$ cat config.mk
export PLATFORM = sky130hd
export DESIGN_NAME = ber_history
export DESIGN_NICKNAME = d
export VERILOG_FILES = /design/src/rtl/ber_history.sv
export SDC_FILE = /design/constraint.sdc
export NUM_CORES = 1
export LEC_CHECK = 0
export BUFFER_PORTS_ARGS = -buffer_cell sky130_fd_sc_hd__buf_2
export CAP_MARGIN = 40
export CORE_MARGIN = 2
export CORE_UTILIZATION = 55
export CTS_BUF_LIST = sky130_fd_sc_hd__clkbuf_8 sky130_fd_sc_hd__clkbuf_16
export DETAILED_ROUTE_END_ITERATION = 16
export GPL_ROUTABILITY_DRIVEN = 0
export PLACE_DENSITY_LB_ADDON = 0.2
export SLEW_MARGIN = 20
export SYNTH_ARGS = -nofsm -noshare
export SYNTH_HDL_FRONTEND = slang
export SYNTH_SLANG_ARGS = --single-unit
export TNS_END_PERCENT = 1
$ cat constraint.sdc
create_clock -name clk -period 4.6 [get_ports clk]
set_input_delay 0.23 -clock clk [delete_from_list [all_inputs] [get_ports clk]]
set_output_delay 0.23 -clock clk [all_outputs]
set_load 0.01 [all_outputs]
$ cat src/rtl/ber_history.sv
// Transmitted-bit history: shift register, newest bit at index 0, read port
// returns the bit written rd_idx+1 writes ago (pre-write value).
module ber_history #(
  parameter int MAX_LAT = 64
) (
  input  logic                       clk,
  input  logic                       rst,
  input  logic                       we,
  input  logic                       din,
  input  logic [$clog2(MAX_LAT)-1:0] rd_idx,
  output logic                       rd_bit
);
  logic [MAX_LAT-1:0] hist;

  always_ff @(posedge clk) begin
    if (rst)     hist <= '0;
    else if (we) hist <= {hist[MAX_LAT-2:0], din};
  end

  assign rd_bit = hist[rd_idx];
endmodule

# ---- Word-level counts from Yosys, hierarchy flattened
# Index checks and enable logic that the tools add are counted.
dict set report word_totals {
  output_inout_bits 1
  wordCells 4
  ff_bits 64
  input_bits 10
}
dict set report op_classes {
  muxes 2
  order_cmp 1
}
# op count
set ops {}
lappend ops {{6-bit by 7-bit < comparator with 1-bit output, second input constant} 1}
lappend ops {{1-bit binary-select mux with 6-bit select} 1}
lappend ops {{1-bit 2-to-1 mux} 1}

# ---- Longest topological paths before layout
# Gate-level depths: netlist of run 1.
dict set report depth {
  ltp_word 2
  depth_mapped 6
  ltp_nobuf 4
}

# ---- Worst setup path after synthesis of run 1
# No wires, ideal clock.
dict set report synth_timing {
  kind {input to output}
  startpoint {in rd_idx[1]}
  endpoint {out rd_bit}
  setup_slack_ns 2.677
  required_ns 4.370
  stages 5
  n_path_buf 1
  t_arrival_ns 1.693
  cell_sequence {buf_6 mux4_2 mux4_2 or2_0 a32o_1}
}
dict set report synth_between {
  elab_chain_len 2
}
# element line_no
set synth_rtl {}
lappend synth_rtl {{from (decl)} 10} ;# input logic [$clog2(MAX_LAT)-1:0] rd_idx,
lappend synth_rtl {{1-bit binary-select mux with 6-bit select} 20} ;# assign rd_bit = hist[rd_idx];
lappend synth_rtl {{1-bit 2-to-1 mux (implied by the code)} 20}
lappend synth_rtl {{to (decl)} 11} ;# output logic rd_bit
# Every way passes these cells. The select of a mux whose other input is x is not followed.

# ---- Worst setup path in the final report of run 1
dict set report layout_timing {
  startpoint {reg hist[2]}
  endpoint {out rd_bit}
}
dict set report layout_between {
  elab_chain_len 2
}
# element line_no
set layout_rtl {}
lappend layout_rtl {{from (decl)} 13} ;# logic [MAX_LAT-1:0] hist;
lappend layout_rtl {{from (signal assigned)} 17} ;# else if (we) hist <= {hist[MAX_LAT-2:0], din};
lappend layout_rtl {{1-bit binary-select mux with 6-bit select} 20}
lappend layout_rtl {{1-bit 2-to-1 mux (implied by the code)} 20}
# Every way passes these cells. The select of a mux whose other input is x is not followed.

==> key figures, run 1 <==
Clocking
  – CTS sink cnt: 64
  – Root buffer selected by CTS: clkbuf_8
  – Post_cts resized: 0
  – Hold_buf cts: 0
  – CTS tree: done
  – CTS H-Tree Depth: 3
  – Longest Clk Path Bufs: 2
  – Post-CTS setup buffer count: 0
  – CTS clk-pin slew, worst paths: 0.06 ns
  – Total CTS buffers: 9
  – Clk Latency, worst-skew pair: 0.34 ns

Yosys
  – Synth Cell Area: between 2000 and 3000 sq um
  – Syn. warnings: 0
  – Post-synth EDFFs: 0
  – Netlist cell types: 21
  – Most common cell in the synthesized netlist: nor2_1
  – Mapped Cells: 248
  – Adder-cell share of the synthesized area: 0%
  – List of most frequent post-synthesis cells: nor2_1 (66), dfxtp_1 (64), mux2i_1 (64), clkbuf_1 (12), mux4_2 (10)
  – Largest family of logic cells by synthesized area: multiplexers
  – Syn Area/Cell: 11.18 sq um
  – Syn Nets: about 260
  – Post-synthesis xor/xnor area fraction: 0%
  – FF+latch count, synth: 64
  – Asr flop ratio synth: 0%
  – Area share of the leading cell type in the synthesized netlist: between 40% and 50%
  – Complex-gate fraction of the synthesized area: under 10%
  – Simple-gate share of the synthesized area: between 10 and 15%
  – Register area share after synthesis: between 40% and 50%
  – Synth area leader: dfxtp_1
  – Synth Flop Type: dfxtp_1
  – Mux contribution to synthesized area: around 38%
  – Top post-synthesis cells by area: dfxtp_1 (46%), mux2i_1 (23%), nor2_1 (8.9%)

Min path
  – Hold Path Stages: 3
  – Worst min-delay path class: input pin to flip-flop

Worst setup path
  – Critical path launch point type: flip-flop
  – Reg2Reg Depth: 2
  – Critical path arrival: between 2 and 2.5 ns
  – WS Path Type: flip-flop to output pin
  – Max FO, Critical Path: 3
  – Required time worst endpoint: 4.37 ns
  – CP Capture Type: output pin

STA
  – Slew Viols, Final: 0
  – Fmax: between 400 and 500 MHz
  – Fin. Hold Viols: 0
  – Unrepaired setup endpoints after global routing: no
  – Tmin final: ~2.4 ns
  – Setup violations, final: 0
  – Worst clock skew: 0.003070 ns
  – Worst Max-Slew Pin Slew: 0.4226 ns
  – Max_slew headroom: 71.83%
  – Post-route setup TNS: 0 ns
  – Fin crit share: 52.86%

Route
  – Routed Antenna Nets: 0
  – Total routed wirelength: between 4000 and 5000 um
  – DRC violations left: 0
  – Detailed-route via count: around 1800
  – Iter 0 DRT Violations: 90
  – Pre-Repair DR Iteration Count: 5
  – Wire per inst: roughly 15 um
  – Routed vias/inst: ~5.4

Floorplan
  – Core ar.: approximately 4800 sq um
  – Row cnt: 25
  – Die W: about 75 um
  – DIE AREA: 5625 sq um
  – Initial Util: between 50% and 60%
  – Die height: 75 um
  – I/O pin cnt: 11

Finish
  – Post-Layout Cell Count: ~320
  – Area grow syn2layout: 12.41%
  – Most flops, register: hist
  – Top Registers: hist (64)
  – Final nets: between 200 and 300
  – Antenna cells: 0
  – Layout cells sized above 1: around 15%
  – Largest register FFs: between 60 and 70

Power and ir drop
  – Pwr dens: between 300 and 400 nW/um^2
  – Worst VDD drop: between 0.0002 and 0.00025 V
  – Leakage power: about 1.4 nW

Place
  – Hpwl dp: approximately 3200 um
  – Dpl cells: between 300 and 400
  – Port bufs: 10

Global route
  – Pin count of the biggest net entering global routing: 42
  – Vias in the first global route: 1711
  – Global-route usage over all layers: approximately a fifth
  – First-pass GRT wire length: between 8000 and 9000 um
  – Initial antenna violation count: 0
  – GR Overflow Total: 0

Status
  – Run status: completed

Run
  – Max Cap Violations: 0
placed cells by master (no fill, tap or decap):
cell type and instances:
nand4_1 1, a22oi_1 2, mux4_2 10, nand2_1 2, nor2_1 66, dfxtp_1 64, buf_2 9, buf_4 1
clkbuf_8 12, and2b_1 1, a21oi_1 1, a21boi_0 1, nand3b_1 1, a32o_1 1, clkinv_2 2, a41oi_1 1
mux2i_1 64, buf_16 3, or2_0 1, nand3_1 4, mux4_1 7, bufinv_16 1, nor2b_1 2
metrics by stage:
step	hold WS, ns	util, %	instance area (sq um)	setup WS (ns)	power (mW)
global route	0.1260	65.12	3117	2.057	1.152
CTS	0.1156	65.12	3117	2.135	1.125
floorplan	0.3774	-	2773	2.677	0.6173
finish	0.1332	65.12	3117	2.169	1.109
global placement	0.4710	59.11	2829	2.277	0.6281
detailed placement	0.4788	60.84	2912	2.203	0.6357
routing by layer:
| metal | part of all wire (%) | up-vias | track usage [%] |
|---|---|---|---|
| met2 | 46 | 34 | 29.73 |
| met5 | 0 | - | 0 |
| met1 | 48 | 843 | 26.25 |
| met3 | 5.2 | 2 | 9.639 |
| li1 | - | 886 | - |
| met4 | 0.46 | 0 | 7.143 |
worst max-delay path, cell delays in order (launching register included):
cell and delay (ns):
dfxtp_1 0.32, mux4_1 0.51, mux4_2 0.46, or2_0 0.21
a32o_1 0.23, buf_2 0.14
path summary, 6_finish.rpt:
| path | slack (ns) | to | from |
|---|---|---|---|
| setup reg to reg | 3.96 | hist[23] | hist[22] |
| hold / removal | 0.13 | hist[0] | din |
| setup / recovery | 2.17 | rd_bit | hist[2] |
| hold reg to reg | 0.50 | hist[63] | hist[63] |
layout make-up:
cell class                      instances  area [sq um]
Fill cell                             385          1669
Multi-Input combinational cell        165          1411
Sequential cell                        64          1281
Clock buffer                           12         165.2
Timing Repair Buffer                   13         135.1
Tap cell                               67         83.83
Clock inverter                          3         40.04
where the power goes:
group          leakage (nW)  internal (mW)  total, mW  switching (mW)
Sequential            0.515          0.555      0.556        0.000700
Clock                 0.108          0.289      0.486           0.197
Combinational         0.734         0.0301     0.0670          0.0368
cell families (layout without fill, tap and decap cells):
family,Yosys count,after routing
mux,81,81
simple gates,78,78
flops,64,64
buf+inv,19,28
compound gates,6,6
Power figures use the tool's default switching activity.
==> run 2, diff against run 1 <==
--- a/config.mk
+++ b/config.mk
@@ -8,7 +8,7 @@
 export BUFFER_PORTS_ARGS = -buffer_cell sky130_fd_sc_hd__buf_2
 export CAP_MARGIN = 40
 export CORE_MARGIN = 2
-export CORE_UTILIZATION = 55
+export CORE_UTILIZATION = 54
 export CTS_BUF_LIST = sky130_fd_sc_hd__clkbuf_8 sky130_fd_sc_hd__clkbuf_16
 export DETAILED_ROUTE_END_ITERATION = 16
 export GPL_ROUTABILITY_DRIVEN = 0
==> constraint.sdc (replaced) <==
create_clock -name clk -period 2.2 [get_ports clk]
set_input_delay 0.11 -clock clk [delete_from_list [all_inputs] [get_ports clk]]
set_output_delay 0.11 -clock clk [all_outputs]
set_load 0.01 [all_outputs]
==> key figures, run 2 (synthesis results as in run 1) <==
Floorplan
  – I/O pin cnt: 11
  – Row cnt: 26
  – Initial Util: approximately 55%
  – Die height: roughly 76 um
  – Core ar.: 5042 sq um
  – Die W: between 70 and 80 um
  – DIE AREA: between 5000 and 6000 sq um

Finish
  – Multi-input logic area: 1400 sq um
  – Post-Layout Cell Count: approximately 330
  – Most frequent cells in the layout: nor2_1 (66), mux2i_1 (64), dfxtp_1 (55)
  – Fill count: roughly 430
  – Register area: approximately 1300 sq um
  – Top Registers: hist (64)
  – Largest register FFs: 64
  – Final nets: approximately 270
  – Leading cell type in the layout, fill and taps excluded: nor2_1
  – Most flops, register: hist
  – Core Util, Final: 60.74%
  – Layout cells sized above 1: 19.31%
  – Area grow syn2layout: 10.47%
  – Antenna cells: 0

Clocking
  – Root buffer selected by CTS: clkbuf_8
  – Clk Latency, worst-skew pair: approximately 0.33 ns
  – CTS H-Tree Depth: 3
  – Hold_buf cts: 0
  – CTS tree: done
  – CTS sink cnt: 64
  – CTS clk-pin slew, worst paths: approximately 0.060 ns
  – Total CTS buffers: 9
  – Longest Clk Path Bufs: 2

Min path
  – Worst min-delay path class: input pin to flip-flop

Power and ir drop
  – Pwr dens: 711.5 nW/um^2
  – Worst VDD drop: about 0.0005 V
  – Leakage power: 1.327 nW
  – Tot Pwr: 2.179 mW

Worst setup path
  – CP Launch Point: hist[23]
  – Critical path launch point type: flip-flop
  – Required time worst endpoint: roughly 2.1 ns
  – Worst setup path end: rd_bit
  – R2R Path Start: hist[16]
  – R2r setup slk: around 1.4 ns
  – Max FO, Critical Path: 3
  – Critical path arrival: around 2.1 ns
  – CP max stage delay: ~0.47 ns
  – WS Path Type: flip-flop to output pin
  – Reg2Reg Depth: 3
  – Cell mode on critical path: mux4_2
  – Slowest library cell on the worst path: mux4_2
  – CP Capture Type: output pin
  – Worst r2r dst: hist[17]
  – Critical path cell sequence: mux4_2, mux4_2, or2_1, a32o_1, buf_2

Global route
  – Initial antenna violation count: 0
  – Vias in the first global route: 1671
  – Pin count of the biggest net entering global routing: 65
  – Global-route usage over all layers: approximately a fifth
  – First-pass GRT wire length: approximately 8200 um
  – GR Overflow Total: 0

STA
  – Final hold slack: 0.02014 ns
  – Fmax: around 450 MHz
  – Unrepaired setup endpoints after global routing: yes
  – Fin crit share: 101.9%
  – Max_slew headroom: ~57%
  – Fin. Hold Viols: 0
  – Setup violations, final: 1
  – Slew Viols, Final: 0
  – Tmin final: 2.241 ns
  – Worst setup margin: -0.04149 ns
  – Worst Max-Slew Pin Slew: approximately 0.65 ns
  – Worst clock skew: about 0.0036 ns

Place
  – Hpwl dp: 2988 um
  – Port bufs: 10
  – Place WS: approximately 0.18 ns
  – Dpl cells: between 300 and 400

Route
  – Iter 0 DRT Violations: between 100 and 150
  – Routed vias/inst: between 5 and 6
  – Wire per inst: about 15 um
  – DRC violations left: 0
  – Routed Antenna Nets: 0
  – Detailed-route via count: about 1800
  – Pre-Repair DR Iteration Count: 6
  – Total routed wirelength: 4892 um

Status
  – Violated checks: negative setup slack
  – Run status: finished with violations

Run
  – Max Cap Violations: 0
-- run 2: cell count changes in the layout (fill, tap and decap cells not counted), sizes merged --
cell    before  now
buf         13   16
inv          0    2
clkinv       2    0
bufinv       1    0
-- run 2: what timing repair did --
item | in CTS | in global routing
buffers inserted | 1 | 0
resized for setup | 9 | 4
setup endpoints to repair | 1 | 1
-- run 2: stage by stage --
step,TNS (ns),area (sq um)
2_1_floorplan,0,2773
3_3_place_gp,0,2883
3_5_place_dp,0,2883
4_1_cts,-0.05591,3059
5_1_grt,-0.1241,3063
6_report,-0.04149,3063
-- run 2: how the worst min path moves through the flow --
| stage | start | end | cells after the start |
|---|---|---|---|
| after global placement | din | hist[0] | 3 |
| after global routing | din | hist[0] | 3 |
| after floorplan | din | hist[0] | 2 |
| after CTS | din | hist[0] | 3 |
| final | din | hist[0] | 3 |
| after detailed placement | din | hist[0] | 3 |
-- run 2: final cells by class --
type	instances	share of cell area, %
clock buffer	12	5.392
tap	70	2.859
clock inverter	2	0.2451
multi-input combinational	165	45.71
sequential	64	42.20
timing repair buffer	16	3.595
-- run 2: critical path, delay by kind of cell (launching register included) --
kind | cells | cell delay [ns]
and+or+nand+nor | 1 | 0.22
DFF | 1 | 0.33
AOI/OAI and AO/OA | 1 | 0.20
muxes | 2 | 0.92
buffers and inverters | 1 | 0.13
-- run 2: layer usage --
| layer | routed length (um) | up-vias | GRT usage [%] |
|---|---|---|---|
| li1 | - | 891 | - |
| met4 | 116 | 0 | 9.942 |
| met2 | 2054 | 27 | 27.15 |
| met3 | 173 | 11 | 5.026 |
| met1 | 2547 | 857 | 28.92 |
| met5 | 0 | - | 0 |
-- run 2: where the power goes --
part	internal [mW]	leakage (nW)	total (mW)	switching, mW
Combinational	0.0565	0.710	0.134	0.0775
Sequential	1.16	0.520	1.16	0.00184
Clock	0.481	0.0969	0.883	0.402
Total	1.70	1.33	2.18	0.481
